File: config.mk
export PLATFORM = sky130hd
export DESIGN_NAME = alu_muldiv_seq
export DESIGN_NICKNAME = d
export VERILOG_FILES = /design/src/rtl/alu_muldiv_seq.sv
export SDC_FILE = /design/constraint.sdc
export NUM_CORES = 1
export LEC_CHECK = 0
export ABC_AREA = 1
export CAP_MARGIN = 20
export CORE_MARGIN = 2
export CORE_UTILIZATION = 41
export DETAILED_ROUTE_END_ITERATION = 8
export MAX_ROUTING_LAYER = met4
export PLACE_DENSITY = 0.73
export SKIP_CTS_REPAIR_TIMING = 1
export SLEW_MARGIN = 20
export SYNTH_ARGS = -nofsm -noshare
export SYNTH_HDL_FRONTEND = slang
export SYNTH_SLANG_ARGS = --single-unit
File: constraint.sdc
create_clock -name clk -period 1.9 [get_ports clk]
set_clock_uncertainty 0.1 [all_clocks]
set_input_delay 0.285 -clock clk [delete_from_list [all_inputs] [get_ports clk]]
set_output_delay 0.285 -clock clk [all_outputs]
set_load 0.02 [all_outputs]
File: src/rtl/alu_muldiv_seq.sv
// Iterative MUL / DIVU / REMU sequencer that borrows the shared 32-bit ALU one operation per cycle.
// Shift-add multiply (32 cycles) and restoring divide (32 compares plus one subtract per quotient 1-bit).
module alu_muldiv_seq #(
  parameter int XLEN  = 32,
  parameter int CNT_W = 5
) (
  input  logic            clk,
  input  logic            rst_n,
  input  logic            flush,
  input  logic            req_valid,
  output logic            req_ready,
  input  logic [1:0]      req_op,
  input  logic [XLEN-1:0] req_a,
  input  logic [XLEN-1:0] req_b,
  output logic            resp_valid,
  input  logic            resp_ready,
  output logic [XLEN-1:0] resp_data,
  output logic            busy,
  output logic [3:0]      alu_op,
  output logic [XLEN-1:0] alu_x,
  output logic [XLEN-1:0] alu_y,
  input  logic [XLEN-1:0] alu_result,
  input  logic            alu_less
);

  localparam logic [3:0]       ALU_ADD  = 4'd5;
  localparam logic [3:0]       ALU_SUB  = 4'd6;
  localparam logic [3:0]       ALU_SLTU = 4'd12;
  localparam logic [CNT_W-1:0] CNT_LAST = CNT_W'(XLEN - 1);

  typedef enum logic [2:0] {S_IDLE, S_MUL, S_CMP, S_SUB, S_DONE} state_t;

  state_t            state_reg, state_next;
  logic [1:0]        op_reg;
  logic [CNT_W-1:0]  cnt_reg;
  logic [XLEN-1:0]   acc_reg, mc_reg, mp_reg;
  logic [XLEN-1:0]   q_reg, rem_reg, div_reg;
  logic [XLEN-1:0]   shifted;
  logic              ovf;
  logic              last_iter;
  logic              is_div_req;
  logic              need_sub;

  assign shifted    = {rem_reg[XLEN-2:0], q_reg[XLEN-1]};
  assign ovf        = rem_reg[XLEN-1];
  assign last_iter  = (cnt_reg == CNT_LAST);
  assign is_div_req = (req_op == 2'd1) || (req_op == 2'd2);
  // A set bit shifted out of rem means the partial remainder exceeds 32 bits, so it is >= divisor.
  assign need_sub   = ovf || !alu_less;

  always_ff @(posedge clk or negedge rst_n) begin
    if (!rst_n) begin
      state_reg <= S_IDLE;
    end else begin
      state_reg <= state_next;
    end
  end

  always_comb begin
    state_next = state_reg;
    req_ready  = 1'b0;
    resp_valid = 1'b0;
    resp_data  = '0;
    busy       = 1'b0;
    alu_op     = 4'd0;
    alu_x      = '0;
    alu_y      = '0;
    case (state_reg)
      S_IDLE: begin
        req_ready = 1'b1;
        if (req_valid) begin
          state_next = is_div_req ? S_CMP : S_MUL;
        end
      end
      S_MUL: begin
        busy   = 1'b1;
        alu_op = ALU_ADD;
        alu_x  = acc_reg;
        alu_y  = mp_reg[0] ? mc_reg : '0;
        if (last_iter) begin
          state_next = S_DONE;
        end
      end
      S_CMP: begin
        busy   = 1'b1;
        alu_op = ALU_SLTU;
        alu_x  = shifted;
        alu_y  = div_reg;
        if (need_sub) begin
          state_next = S_SUB;
        end else if (last_iter) begin
          state_next = S_DONE;
        end
      end
      S_SUB: begin
        busy       = 1'b1;
        alu_op     = ALU_SUB;
        alu_x      = rem_reg;
        alu_y      = div_reg;
        state_next = last_iter ? S_DONE : S_CMP;
      end
      S_DONE: begin
        resp_valid = 1'b1;
        case (op_reg)
          2'd1:    resp_data = q_reg;
          2'd2:    resp_data = rem_reg;
          default: resp_data = acc_reg;
        endcase
        if (resp_ready) begin
          state_next = S_IDLE;
        end
      end
      default: state_next = S_IDLE;
    endcase
    if (flush) begin
      state_next = S_IDLE;
    end
  end

  always_ff @(posedge clk or negedge rst_n) begin
    if (!rst_n) begin
      op_reg  <= '0;
      cnt_reg <= '0;
      acc_reg <= '0;
      mc_reg  <= '0;
      mp_reg  <= '0;
      q_reg   <= '0;
      rem_reg <= '0;
      div_reg <= '0;
    end else if (!flush) begin
      case (state_reg)
        S_IDLE: begin
          if (req_valid) begin
            op_reg  <= req_op;
            cnt_reg <= '0;
            if (is_div_req) begin
              q_reg   <= req_a;
              rem_reg <= '0;
              div_reg <= req_b;
            end else begin
              acc_reg <= '0;
              mc_reg  <= req_a;
              mp_reg  <= req_b;
            end
          end
        end
        S_MUL: begin
          acc_reg <= alu_result;
          mc_reg  <= {mc_reg[XLEN-2:0], 1'b0};
          mp_reg  <= {1'b0, mp_reg[XLEN-1:1]};
          cnt_reg <= cnt_reg + CNT_W'(1);
        end
        S_CMP: begin
          rem_reg <= shifted;
          q_reg   <= {q_reg[XLEN-2:0], 1'b0};
          // The iteration only completes here when no subtract follows.
          if (!need_sub) begin
            cnt_reg <= cnt_reg + CNT_W'(1);
          end
        end
        S_SUB: begin
          rem_reg  <= alu_result;
          q_reg[0] <= 1'b1;
          cnt_reg  <= cnt_reg + CNT_W'(1);
        end
        default: ;
      endcase
    end
  end

endmodule

==> results of run 1 <==
## cells in the mapped netlist, types with 2 or more instances
library cell	number
clkbuf_1	43
inv_1	22
inv_2	6
buf_4	17
nor2_2	2
ha_1	4
nand2_2	5
nand3_1	237
nor2_1	5
dfrtp_1	202
a21oi_1	64
nand2_1	917
o21ai_0	58
o21ai_1	14
buf_1	7
nand3_4	2
buf_6	4
buf_2	41
nor2_4	5
## routing by layer
metal,up-vias,GRT usage (%),wire [µm]
li1,5912,-,-
met1,6125,37.86,17380
met2,866,41.79,20430
met3,166,4.233,4762
met4,0,7.767,2290
met5,-,-,0
## area by class of cell
type                            count  share of cell area (%)
Timing Repair Buffer              389                   25.51
Inverter                           29                  0.8335
Multi-Input combinational cell   1318                   36.68
Tap cell                          341                   2.515
Sequential cell                   202                   29.81
Clock inverter                     11                   1.003
Clock buffer                       30                   3.607
Antenna cell                        3                 0.04425
## path summary, 6_finish.rpt
kind	from	end	depth (start not counted)
setup / recovery	state_reg[2]	alu_x[29]	9
hold / removal	rst_n	acc_reg[27]	2
setup reg to reg	state_reg[2]	acc_reg[22]	11
hold reg to reg	div_reg[29]	div_reg[29]	2
max in group asynchronous	rst_n	state_reg[1]	3
min in group clk	req_b[7]	div_reg[7]	3
## cells by family (layout without fill, tap and decap cells)
| family | after synthesis | in the layout |
|---|---|---|
| AOI/OAI and AO/OA | 137 | 137 |
| adders and majority gates | 4 | 4 |
| buffers and inverters | 141 | 459 |
| DFF | 202 | 202 |
| other | 0 | 3 |
| and+or+nand+nor | 1176 | 1177 |
## stage by stage
| stage | setup WS (ns) | instances | power [µW] | utilization, % |
|---|---|---|---|---|
| after global routing | -0.5530 | 2322 | 19980 | 62.93 |
| after global placement | -0.4459 | 2235 | 12600 | 54.70 |
| after CTS | -1.025 | 2276 | 17430 | 57.60 |
| after detailed placement | -0.4411 | 2235 | 12740 | 54.70 |
| after floorplan | 0.004676 | 1660 | 9930 | - |
| final | -0.4939 | 2323 | 19120 | 62.94 |
## power groups by stage
| stage | Clock (µW) | Sequential, µW | Combinational, µW |
|---|---|---|---|
| after global placement | 0 | 6860 | 5740 |
| after CTS | 4700 | 6840 | 5890 |
| final | 4700 | 7050 | 7370 |
| after detailed placement | 0 | 6880 | 5860 |
| after global routing | 4900 | 7180 | 7900 |
| after floorplan | 0 | 6500 | 3430 |
## critical path, delay by kind of cell (launching register included)
kind                   cells  cell delay (ns)
buffers and inverters      5             0.66
flip-flops                 1             0.41
AND/OR/NAND/NOR            4             0.39
==> out/metrics.csv, run 1 <==
metric,value,unit
cell-internal power,11690,µW
Final min period,2.394,ns
slew margin rel.,75.09,%
crit-path max cell delay,0.41,ns
first-pass GRT wire length,61110,µm
FF/Latch Area,0.005057,mm²
VDD IR max,717.3,µV
number of enable flip-flop cells after synthesis,0,
Net Sw Power,7431,µW
"commonest non-fill, non-tap cell in the layout",nand2_1,
grt ovf,0,
Clock power frac,24.6,%
max-cap violation count,0,
root buf cell,clkbuf_16,
Rows,60,
RSZ-0062 raised after global routing,true,
period utilization,126.0,%
final wirelength,44860,µm
Avg Synthesized Cell Area,6.792,µm²
layout cells sized above 1,24.66,%
Synth Area in XOR/XNOR,0,%
htree depth,1,
most frequent cells in the layout,"nand2_1, nand3_1, dfrtp_1, buf_4, clkdlybuf4s50_1",
Seq cells post-synth,202,
Final GP Congestion,0.9487,
DP HPWL,27780,µm
Worst Path Arrival,2.01,ns
post-route ant nets,0,
nets,2071,
largest family of logic cells by synthesized area,simple AND/OR/NAND/NOR gates,
fmax,417.7,MHz
Critical Path Source Type,flop,
most common flop cell mapped by yosys,dfrtp_1,
FILL cells,2152,
register area share after synthesis,44.83,%
die width,169.8,µm
Initial DRC Count,1863,
multiplexer share of the synthesized area,0,%
Final Cell Area,0.01696,mm²
final worst setup slack,-0.4939,ns
static leakage,0.008811,µW
DRC violation count after routing,0,
multi-input logic area,0.006222,mm²
placed cell area,0.01474,mm²
worst path cell trace,"inv_2, nand2_2, nor2_4, buf_4, buf_12, clkbuf_16, nand2_1, nand3_1, buf_6",
Core Region,0.02695,mm²
post-synthesis compound-gate area fraction,6.104,%
Die Ht,169.8,µm
ys async rst share,100.0,%
combinational power share,38.6,%
warning count from the yosys run,0,
Slew Limit Fails,0,
vias in the first global route,11223,
top cell type by total area after synthesis,dfrtp_1,
Initial Util,41.83,%
Skew-Pair Late Insertion Delay,0.52,ns
Post-Synth Simple-Gate Area,42.61,%
failing checks,setup timing,
worst path required time,1.51,ns
setup TNS,-50.14,ns
Hold Crit Class,in2async,
Sw Share,38.87,%
Port Buffers,206,
Synthesized Nets,1768,
Reg power frac,36.9,%
post-synth cell types,24,
clk buf depth,3,
largest net degree at the start of global routing,58,
kind of critical path,reg2out,
endpoint class of the critical path,primary output,
post-synthesis adder-cell area fraction,0.4439,%
Detailed Routing Iterations Pass 1,6,
number of CTS-inserted buffers,23,
Hold Worst Slack,0.1723,ns
Area contributors post-synth,"dfrtp_1, nand2_1, nand3_1",
DIE AREA,0.02884,mm²
Worst-path clk slew,0.06,ns
run status,finished with violations,
CTS tree,yes,
Crit Path Max Fanout,8,
Slew @ Worst Pin,0.3736,ns
clk sinks,202,
Synth Cell Area,0.01127,mm²
Syn Inst Count,1660,
antenna violations before repair,2,
vias per cell,5.626,
Slowest cell on crit path,dfrtp_1,
Global Route Usage Sum,27.32,%
Synth top area share,44.83,%
DR WL/cell,19.31,µm
via count,13069,
reg2reg setup slack,-0.11,ns
I/O Pins,207,
Fin. Hold Viols,0,
area growth from synthesis to layout,50.46,%
Power Density,1127,mW/mm²
final setup fails,246,
Note: power is estimated with default switching activity, not from simulation.
==> run 2: changes to the inputs <==
--- a/config.mk
+++ b/config.mk
@@ -8,10 +8,10 @@
 export ABC_AREA = 1
 export CAP_MARGIN = 20
 export CORE_MARGIN = 2
-export CORE_UTILIZATION = 41
+export CORE_UTILIZATION = 30
 export DETAILED_ROUTE_END_ITERATION = 8
 export MAX_ROUTING_LAYER = met4
-export PLACE_DENSITY = 0.73
+export PLACE_DENSITY = 0.59
 export SKIP_CTS_REPAIR_TIMING = 1
 export SLEW_MARGIN = 20
 export SYNTH_ARGS = -nofsm -noshare
==> run 2 against run 1 <==
The run still ends with setup timing left. Routed wire length up 2.9%. Sequential share of layout area down 0.45 points. Clock power up 1%. Maximum frequency down 1.3%. Setup slack worse by 0.031 ns. Total power up 1.3%. Die area up 36%. Via count down 3.1%. Cell count up 6.1%. Non-clock buffer count up 7. Critical path type unchanged. Largest cell class unchanged.
==> out/metrics.csv, run 2 (synthesized netlist as in run 1, its figures left out) <==
metric,value,unit,change
failing checks,setup timing,,
Power Density,1124,mW/mm²,-0.26%
slew margin rel.,76.03,%,+0.94 points
placed cell area,0.01505,mm²,+2.1%
die width,197.9,µm,+17%
Initial Util,30.22,%,-12 points
met3 usage,3.526,%,-0.71 points
reg2reg setup slack,0,ns,+0.11 ns
layer with the highest usage,met2,,
Final Cell Area,0.01723,mm²,+1.5%
Post-Place Cells,2380,,+6.5%
Detailed Routing Iterations Pass 1,6,,unchanged
Hold Crit Class,in2async,,
Critical Path Source Type,flop,,
vias per cell,5.139,,-8.7%
grt ovf,0,,unchanged
reg-to-reg endpoint,state_reg[0],,
root buf cell,clkbuf_16,,
largest net degree at the start of global routing,65,,+12%
Worst-path clk slew,0.06,ns,about the same
clk buf depth,3,,unchanged
nets,2079,,+0.39%
final setup fails,101,,-59%
run status,finished with violations,,
Hold Worst Slack,0.1556,ns,-0.01679 ns
fin util,46.17,%,-17 points
most frequent cells in the layout,"nand2_1, nand3_1, dfrtp_1, buf_4, clkdlybuf4s50_1",,
period utilization,127.7,%,+1.7 points
fmax,412.3,MHz,-1.3%
Slew Limit Fails,0,,unchanged
Rows,71,,+18%
layout cells sized above 1,25.52,%,+0.86 points
htree depth,1,,unchanged
static leakage,0.008901,µW,+1.0%
max-cap violation count,0,,unchanged
DP HPWL,30680,µm,+10%
I/O Pins,207,,unchanged
RSZ-0062 raised after global routing,true,,
Final min period,2.425,ns,+0.03144 ns
VDD IR max,623.6,µV,-13%
area growth from synthesis to layout,52.79,%,
RR Startpoint,state_reg[2],,
Core Region,0.03731,mm²,+38%
CP endpoint,alu_y[23],,
DIE AREA,0.03915,mm²,+36%
beginning of the critical path,state_reg[2],,
Skew-Pair Late Insertion Delay,0.52,ns,about the same
met2 usage,34.65,%,-7.1 points
Initial DRC Count,1210,,-35%
CTS tree,yes,,
setup slack at placement,-0.5234,ns,-0.08232 ns
Fin. Hold Viols,0,,unchanged
"commonest non-fill, non-tap cell in the layout",nand2_1,,
Reg2Reg Depth,13,,+2
number of CTS-inserted buffers,25,,+8.7%
met1 usage,30.01,%,-7.9 points
worst path required time,1.51,ns,about the same
Worst Path Arrival,2.04,ns,+0.03 ns
Final GP Congestion,0.9040,,-4.7%
Port Buffers,206,,unchanged
kind of critical path,reg2out,,
post-route ant nets,0,,unchanged
clk sinks,202,,unchanged
Die Ht,197.9,µm,+17%
endpoint class of the critical path,primary output,,
Final Non-Filler Cells,2464,,+6.1%
DR WL/cell,18.74,µm,-2.9%
Slew @ Worst Pin,0.3559,ns,-0.01780 ns
Global Route Usage Sum,22.31,%,-5.0 points
final wirelength,46180,µm,+2.9%
final worst setup slack,-0.5254,ns,-0.03144 ns
Crit Path Max Fanout,6,,-2
vias in the first global route,11577,,+3.2%
first-pass GRT wire length,66510,µm,+8.8%
antenna violations before repair,2,,unchanged
via count,12663,,-3.1%
DRC violation count after routing,0,,unchanged
## run 2: cell types whose count changed in the layout (fill, tap and decap cells not counted), moves of 3 or more
cell	previous run	this run
buf_4	146	150
clkbuf_16	41	37
a21oi_4	1	11
a21oi_2	48	42
o21ai_2	33	27
nand2_1	891	887
nand2_4	5	9
nand3_1	219	216
a21oi_1	15	11
clkbuf_8	2	10
clkbuf_2	3	0
bufinv_16	4	1
o21ai_1	20	26
buf_6	67	77
## run 2: through the flow
step                      setup TNS [ns]  total power, µW
after floorplan                        0             9930
after global placement            -42.26            12880
after detailed placement          -45.18            12980
after CTS                         -94.22            17840
after global routing              -52.27            20420
final                             -43.84            19360
## run 2: where the power goes
group          switching [µW]  internal, µW  leakage, µW
logic                    4190          3300      0.00589
registers                1360          5750      0.00261
clock network            1880          2880     0.000404
total                    7440         11900      0.00890
## run 2: final cells by class
cell class              instances  area (µm²)
diodes                          3       7.507
clock inverters                 5       52.55
clock buffers                  38       764.5
well taps                     474       593.1
multi-input cells            1317        6305
repair buffers                396        4309
fillers                      3682       20080
inverters                      29       136.4
flip-flops and latches        202        5059
## run 2: worst min path at each step
stage / cells after the start / endpoint / slack (ns) / startpoint
after floorplan: 0 / acc_reg[0] / -0.11 / rst_n
after global placement: 1 / acc_reg[25] / 0.13 / rst_n
after detailed placement: 1 / acc_reg[25] / 0.14 / rst_n
after CTS: 1 / acc_reg[25] / -0.41 / rst_n
after global routing: 2 / rem_reg[25] / 0.18 / rst_n
final: 2 / rem_reg[24] / 0.16 / rst_n
## run 2: critical path: stages, from the launching register on
cell     delay (ns)
dfrtp_2        0.45
inv_4          0.09
nand2_4        0.06
nor2_4         0.13
buf_6          0.15
buf_12         0.14
buf_4          0.12
nand2_2        0.07
o21ai_2        0.17
buf_6          0.14
## run 2: layer usage
layer / wire (µm) / vias up / share of wire, %
met5: 0 / - / 0
met4: 1543 / 0 / 3.3
met2: 21430 / 614 / 46
met3: 3660 / 85 / 7.9
met1: 19550 / 6037 / 42
li1: - / 5927 / -
==> run 3: changes to the inputs <==
--- a/config.mk
+++ b/config.mk
@@ -12,6 +12,7 @@
 export DETAILED_ROUTE_END_ITERATION = 8
 export MAX_ROUTING_LAYER = met4
 export PLACE_DENSITY = 0.59
+export SETUP_SLACK_MARGIN = 0.15
 export SKIP_CTS_REPAIR_TIMING = 1
 export SLEW_MARGIN = 20
 export SYNTH_ARGS = -nofsm -noshare
==> run 3 against run 2 <==
The flow still finishes with violations (setup timing). Clock power decreased by 3%. Routed wire length is 3.5% lower. Sequential share of layout area up 1.7 points. Global-route usage down 0.22 points. Clock-buffer cell count is 4 lower. Cell count fell by 1.4%. Setup slack got worse by 0.052 ns. Non-clock buffer count is 38 lower. Via count is 3.4% lower.
==> out/metrics.csv, run 3 (synthesized netlist as in run 1, its figures left out) <==
metric,value,unit,change
run status,finished with violations,,
failing checks,setup timing,,
DR WL/cell,18.35,µm,-2.1%
nets,2041,,-1.8%
clk buf depth,3,,unchanged
kind of critical path,reg2out,,
crit-path max cell delay,0.40,ns,-0.05 ns
wire length on met2,20630,µm,-3.7%
DRC violation count after routing,0,,unchanged
Post-Place Cells,2350,,-1.3%
antenna violations before repair,4,,+2
Fin. Hold Viols,0,,unchanged
DP HPWL,30080,µm,-1.9%
worst path cell trace,"inv_2, nand2_4, nor2_4, buf_12, buf_12, nand2_2, o21ai_4, buf_6",,
Slowest cell on crit path,dfrtp_1,,
final worst setup slack,-0.5775,ns,-0.05212 ns
endpoint class of the critical path,primary output,,
placed cell area,0.01479,mm²,-1.7%
Global Route Usage Sum,22.09,%,-0.22 points
Final min period,2.477,ns,+0.05212 ns
Die Ht,197.9,µm,unchanged
vias in the first global route,11566,,-0.095%
Worst Path Arrival,2.09,ns,+0.05 ns
root buf cell,clkbuf_16,,
Rows,71,,unchanged
clk sinks,202,,unchanged
Initial Util,30.22,%,unchanged
Hold Crit Class,in2async,,
DIE AREA,0.03915,mm²,unchanged
largest net degree at the start of global routing,65,,unchanged
I/O Pins,207,,unchanged
static leakage,0.008614,µW,-3.2%
Crit Path Max Fanout,9,,+3
Power Density,1103,mW/mm²,-1.9%
die width,197.9,µm,unchanged
top layer in use,met4,,
most frequent cells in the layout,"nand2_1, nand3_1, dfrtp_1, buf_4, clkdlybuf4s50_1",,
Worst-path clk slew,0.06,ns,about the same
Slew Limit Fails,0,,unchanged
htree depth,1,,unchanged
Port Buffers,206,,unchanged
worst path required time,1.51,ns,about the same
VDD IR max,583.7,µV,-6.4%
first-pass GRT wire length,66210,µm,-0.45%
slew margin rel.,66.55,%,-9.5 points
layout cells sized above 1,21.27,%,-4.2 points
via count,12231,,-3.4%
Final Cell Area,0.01627,mm²,-5.6%
FILL cells,3745,,+1.7%
number of CTS-inserted buffers,25,,unchanged
vias per cell,5.035,,-2.0%
max-cap violation count,0,,unchanged
period utilization,130.4,%,+2.7 points
Skew-Pair Late Insertion Delay,0.53,ns,about the same
grt ovf,0,,unchanged
Core Region,0.03731,mm²,unchanged
final setup fails,199,,+97%
Detailed Routing Iterations Pass 1,5,,-1
Final GP Congestion,0.8651,,-4.3%
area growth from synthesis to layout,44.29,%,
Critical Path Source Type,flop,,
M1 wire length,19270,µm,-1.5%
Final Non-Filler Cells,2429,,-1.4%
"commonest non-fill, non-tap cell in the layout",nand2_1,,
fmax,403.6,MHz,-2.1%
Initial DRC Count,983,,-19%
post-route ant nets,0,,unchanged
Slew @ Worst Pin,0.5018,ns,+0.1459 ns
routed length on met3,3662,µm,about the same
final wirelength,44570,µm,-3.5%
RSZ-0062 raised after global routing,true,,
CTS tree,yes,,
most frequent CP cell,buf_12,,
[run 3: cell types whose count changed in the layout (fill, tap and decap cells not counted), moves of 10 or more]
cell     delta
nand3_1    +10
o21ai_0    +17
buf_12     -10
a21oi_1    +19
nand3_2    -10
a21oi_4    -11
buf_6      -31
buf_4      -10
[run 3: path summary, 6_finish.rpt]
| path | startpoint | to | slack, ns | cells after the start |
|---|---|---|---|---|
| worst min register to register | div_reg[10] | div_reg[10] | 0.37 | 2 |
| min in group clk | req_b[1] | div_reg[1] | 0.22 | 3 |
| worst max register to register | state_reg[2] | mc_reg[1] | -0.26 | 13 |
| worst max-delay path | state_reg[2] | alu_y[21] | -0.58 | 8 |
| worst min-delay path | rst_n | acc_reg[24] | 0.20 | 2 |
| max in group asynchronous | rst_n | rem_reg[2] | 0.84 | 3 |
[run 3: layout make-up]
type,instances,area [µm²],area share (%)
multi-input cells,1317,6008,36.93
flip-flops and latches,202,5055,31.07
repair buffers,358,3702,22.76
clock buffers,34,689.4,4.238
well taps,474,593.1,3.646
inverters,29,123.9,0.7614
clock inverters,11,86.33,0.5307
diodes,4,10.01,0.06153
[run 3: report_power, final]
part | total (µW) | switching [µW] | internal [µW]
clock | 4630 | 1960 | 2670
combinational | 6340 | 3740 | 2600
sequential | 6970 | 1230 | 5750
total | 17900 | 6930 | 11000
[run 3: critical path, delay by kind of cell (launching register included)]
family | cells | cell delay (ns)
AOI/OAI and AO/OA | 1 | 0.19
DFF | 1 | 0.40
buffers and inverters | 4 | 0.60
and+or+nand+nor | 3 | 0.35
[run 3: through the flow]
stage	setup slack (ns)	util, %	hold WS (ns)	power, µW	TNS (ns)
floorplan	0.1459	-	-0.1106	10080	0
global placement	-0.4994	39.64	0.1851	12660	-59.32
detailed placement	-0.5055	39.64	0.1871	12750	-64.11
CTS	-1.096	41.72	-0.3737	17470	-109.48
global route	-0.6643	43.60	0.2298	19040	-91.64
finish	-0.5775	43.60	0.2042	17940	-67.23
[run 3: per-layer routing]
metal | global-route usage (%) | vias up
li1 | - | 5840
met3 | 4.037 | 64
met5 | - | -
met4 | 5.124 | 0
met1 | 29.48 | 5767
met2 | 34.91 | 560
==> RTL change 1: new RTL, settings of run 1 <==
Make the reset (`rst_n`) synchronous in 2 clocked blocks.
--- a/src/rtl/alu_muldiv_seq.sv
+++ b/src/rtl/alu_muldiv_seq.sv
@@ -48,7 +48,7 @@
   // A set bit shifted out of rem means the partial remainder exceeds 32 bits, so it is >= divisor.
   assign need_sub   = ovf || !alu_less;
 
-  always_ff @(posedge clk or negedge rst_n) begin
+  always_ff @(posedge clk) begin
     if (!rst_n) begin
       state_reg <= S_IDLE;
     end else begin
@@ -117,7 +117,7 @@
     end
   end
 
-  always_ff @(posedge clk or negedge rst_n) begin
+  always_ff @(posedge clk) begin
     if (!rst_n) begin
       op_reg  <= '0;
       cnt_reg <= '0;
Check against the original RTL: differs if rst_n is asserted again (counterexample within 4 cycles, from zero or initial values and one cycle with rst_n low); with rst_n held inactive, the same outputs for 4 cycles.
==> RTL change 1 against run 1 <==
  * The run still ends with setup timing left
  * Count of clock-buffer cells in the layout up 1
  * Critical endpoint is now resp_data[10]
  * Sequential cell count is the same
  * Worst setup slack gained 0.029 ns
  * Design area increased by 3.5%
  * Area after synthesis grew 0.65%
  * Routed wire length is 1.3% lower
Power is not compared: it rests on default switching activity, and its combinational part moved more than twofold at a synthesized area within 25%.
==> RTL change 1: results (changes against run 1) <==
| Metric | Value |
|---|---|
| Setup TNS | -49.53 ns (+0.611 ns) |
| Sequential area share after synthesis | 35.6% (-9.2 points) |
| Met1 Usage GRT | 31.9% (-6.0 points) |
| Async set-reset flop share out of synthesis | 0% (-100 points) |
| Mean routed wirelength per cell | 16.5 um (-15%) |
| Post-synthesis mux area share | 0% (unchanged) |
| Post-synth top cells | nand2_1 (825), nor2_1 (432), dfxtp_1 (202) |
| Final setup violation count | 228 (-7.3%) |
| Reg2reg end | q_reg[20] |
| Headroom to the max-slew limit | 71.2% (-3.9 points) |
| Area after DPL | 14700 um2 (-0.43%) |
| Slowest-stage cell, CP | ha_4 |
| GR Layer Usage met2 | 39.4% (-2.3 points) |
| Complex-gate fraction of the synthesized area | 9.83% (+3.7 points) |
| Cells on worst reg2reg path | 12 (+1) |
| Fin nets | 2414 (+17%) |
| Mean post-synth cell area | 5.65 um2 (-17%) |
| Placer Congestion | 0.915 (-3.6%) |
| Vias | 13700 (+4.8%) |
| Mapped Nets | 2118 (+20%) |
| Status | finished, violations left |
| HP Class | primary input to register |
| Reg-to-Reg Start | state_reg[1] |
| First-pass GRT wire length | 55.7 mm (-8.9%) |
| Slack of the critical path | -0.465 ns (+0.0292 ns) |
| Vias in the first global route | 11400 (+1.5%) |
| Initial antenna violation count | 1 (-1) |
| Post-DP HPWL | 24.7 mm (-11%) |
| Failing checks | setup timing |
| Adder-Cell Fraction of Synth Area | 0.441% (-0.0029 points) |
| DP Cell Count | 2589 (+16%) |
| Met3 usage | 2.49% (-1.7 points) |
| Reg2reg setup slack | -0.23 ns (-0.12 ns) |
| Crit-path max cell delay | 0.38 ns (-0.03 ns) |
| TritonCTS buffer count | 23 (unchanged) |
| Total Routed Length | 44.3 mm (-1.3%) |
| Crit path max fanout | 13 (+5) |
| Initial DRC Count | 1352 (-27%) |
| WP data arrival | 1.98 ns (-0.03 ns) |
| GR Util All Layers | 24.0% (-3.3 points) |
| Setup slack at placement | -0.451 ns (-0.00990 ns) |
| Layout cells sized above 1 | 23.4% (-1.2 points) |
| Largest net degree at the start of global routing | 67 (+16%) |
## RTL change 1: cell count changes after synthesis, sizes merged
cell    change
o21ai       +3
a221oi     +16
a32o        +1
buf         +1
clkbuf      +7
nor2      +425
inv       +171
nand3     -234
nand2      -96
o211ai      -1
nor3        +3
dfxtp     +202
a21oi      +54
dfrtp     -202
## RTL change 1: routing by layer
metal	vias to the layer above	routed length, um	share of wire [%]
met5	-	0	0
met4	0	1940	4.4
met3	162	3370	7.6
met2	695	21000	47
met1	6216	18000	41
li1	6627	-	-
## RTL change 1: cell type report
cell class	count	area, um2
Inverter	200	796
Multi-Input combinational cell	1488	7120
Fill cell	2310	9550
Clock buffer	31	656
Antenna cell	1	2.50
Timing Repair Buffer	391	4390
Sequential cell	202	4060
Clock inverter	6	61.3
Tap cell	372	465
## RTL change 1: worst max-delay path, delay by kind of cell, from the launching register on
kind / cells / cell delay (ns)
compound gates: 2 / 0.35
fa+ha+maj: 1 / 0.38
buf+inv: 3 / 0.38
flops: 1 / 0.36
## RTL change 1: logic make-up after synthesis
| logic type | count (synthesis) |
|---|---|
| compound gates | 210 |
| simple gates | 1274 |
| buf+inv | 320 |
| flops | 202 |
| fa+ha+maj | 4 |
## RTL change 1: power breakdown
group / leakage [nW] / internal [W] / switching (W)
clock network: 0.353 / 0.00253 / 0.00180
registers: 1.66 / 0.00457 / 0.000285
logic: 6.35 / 0.00118 / 0.00155
## RTL change 1: worst max path at each step
stage	slack, ns	cells after the start	to	startpoint
after floorplan	-0.10	4	resp_data[22]	state_reg[1]
after global placement	-0.45	6	resp_data[24]	op_reg[0]
after detailed placement	-0.45	6	resp_data[24]	op_reg[0]
after CTS	-1.00	6	resp_data[24]	op_reg[0]
after global routing	-0.52	7	alu_x[24]	state_reg[1]
final	-0.46	6	resp_data[10]	op_reg[0]
## RTL change 1: metrics by stage
stage	utilization, %	hold slack (ns)
2_1_floorplan	-	0.351
3_3_place_gp	54.2	0.361
3_5_place_dp	54.2	0.371
4_1_cts	56.8	0.0732
5_1_grt	64.8	0.0897
6_report	64.8	0.0814
==> RTL change 2: new RTL, config.mk and constraints of run 1 <==
Without the edit above. `CNT_W`: 5 -> 7.
--- a/src/rtl/alu_muldiv_seq.sv
+++ b/src/rtl/alu_muldiv_seq.sv
@@ -2,7 +2,7 @@
 // Shift-add multiply (32 cycles) and restoring divide (32 compares plus one subtract per quotient 1-bit).
 module alu_muldiv_seq #(
   parameter int XLEN  = 32,
-  parameter int CNT_W = 5
+  parameter int CNT_W = 7
 ) (
   input  logic            clk,
   input  logic            rst_n,
Function: no difference found for any inputs over 4 cycles, from zero or initial values and one cycle with rst_n low; that may be too few to reach the edited logic, so the function may still have changed.
==> RTL change 2 against run 1 <==
  * The run still ends with setup timing left
  * Synthesized cell count shrank 3.1%
  * Power shrank 2.4%
  * Area after synthesis shrank 1.1%
  * Sequential cell count grew 2
  * Routed wire length shrank 5.3%
  * Combinational power shrank 6.0%
  * Design area shrank 4.0%
  * Worst setup slack gained 0.022 ns
  * Largest cell class unchanged
==> RTL change 2: results (changes against run 1) <==
| Metric | Value |
|---|---|
| Setup TNS | -34.57 ns (+15.57 ns) |
| Tightest Pin Transition | 0.454 ns (+0.0801 ns) |
| DR WL met3 | 4.14 mm (-13%) |
| Mean routed wirelength per cell | 19.0 um (-1.8%) |
| Slowest-stage cell, CP | dfrtp_2 |
| Setup slack at placement | -0.375 ns (+0.0660 ns) |
| Leak | 7.99 nW (-9.3%) |
| DRT met1 WL | 17.4 mm (+0.30%) |
| Met3 usage | 4.16% (-0.071 points) |
| GR Layer Usage met2 | 40.6% (-1.2 points) |
| Max IR drop VDD | 648 uV (-9.6%) |
| Initial antenna violation count | 0 (-2) |
| Pre-antenna DRT Iters | 7 (+1) |
| Fin nets | 1988 (-4.0%) |
| Final setup violation count | 146 (-41%) |
| H-tree levels | 1 (unchanged) |
| Met1 Usage GRT | 36.1% (-1.8 points) |
| GR Util All Layers | 26.1% (-1.2 points) |
| Global route total overflow | 0 (unchanged) |
| Post-DP HPWL | 26.3 mm (-5.3%) |
| Post-synth top cells | nand2_1 (778), dfrtp_1 (204), o21ai_0 (151) |
| TritonCTS buffer count | 24 (+4.3%) |
| Sequential area share after synthesis | 45.8% (+0.95 points) |
| Mean post-synth cell area | 6.93 um2 (+2.0%) |
| Largest net degree at the start of global routing | 63 (+8.6%) |
| Failing checks | setup timing |
| Inserted Diodes | 0 (-3) |
| Slack of the critical path | -0.472 ns (+0.0217 ns) |
| Initial DRC Count | 1519 (-18%) |
| Largest cells by area after synthesis | dfrtp_1 (46%), nand2_1 (26%), o21ai_0 (6.8%) |
| Vias | 12600 (-3.4%) |
| Met2 routed WL | 19.1 mm (-6.4%) |
| WP data arrival | 1.99 ns (-0.02 ns) |
| First-pass GRT wire length | 59.1 mm (-3.3%) |
| DP Cell Count | 2165 (-3.1%) |
| Via density | 5.63 (+0.15%) |
| Status | finished, violations left |
| Adder-Cell Fraction of Synth Area | 0.337% (-0.11 points) |
| Mapped Nets | 1716 (-2.9%) |
| Layout cells sized above 1 | 22.4% (-2.3 points) |
| Root Buffer | clkbuf_16 |
| Complex-gate fraction of the synthesized area | 13.0% (+6.9 points) |
## RTL change 2: worst paths after layout
path | start | end | slack, ns | cells past startpoint
max in group asynchronous | rst_n | acc_reg[15] | 0.87 | 3
worst min register to register | mc_reg[23] | mc_reg[23] | 0.37 | 2
worst max register to register | state_reg[2] | mp_reg[11] | -0.05 | 11
min in group clk | req_b[16] | div_reg[16] | 0.24 | 3
worst min-delay path | rst_n | acc_reg[29] | 0.20 | 2
worst max-delay path | state_reg[0] | alu_x[17] | -0.47 | 7
## RTL change 2: layout make-up
cell class                 count  area [um2]
inverter                      83         332
tap                          341         427
clock buffer                  38         764
fill                        2312       10500
clock inverter                 6        86.3
multi-input combinational   1214        5830
timing repair buffer         354        3730
sequential                   204        5110
## RTL change 2: report_power, final
group	switching [W]	leakage (nW)	internal, W
Sequential	0.00103	2.63	0.00575
Clock	0.00191	0.418	0.00302
Combinational	0.00408	4.94	0.00285
Total	0.00703	7.99	0.0116
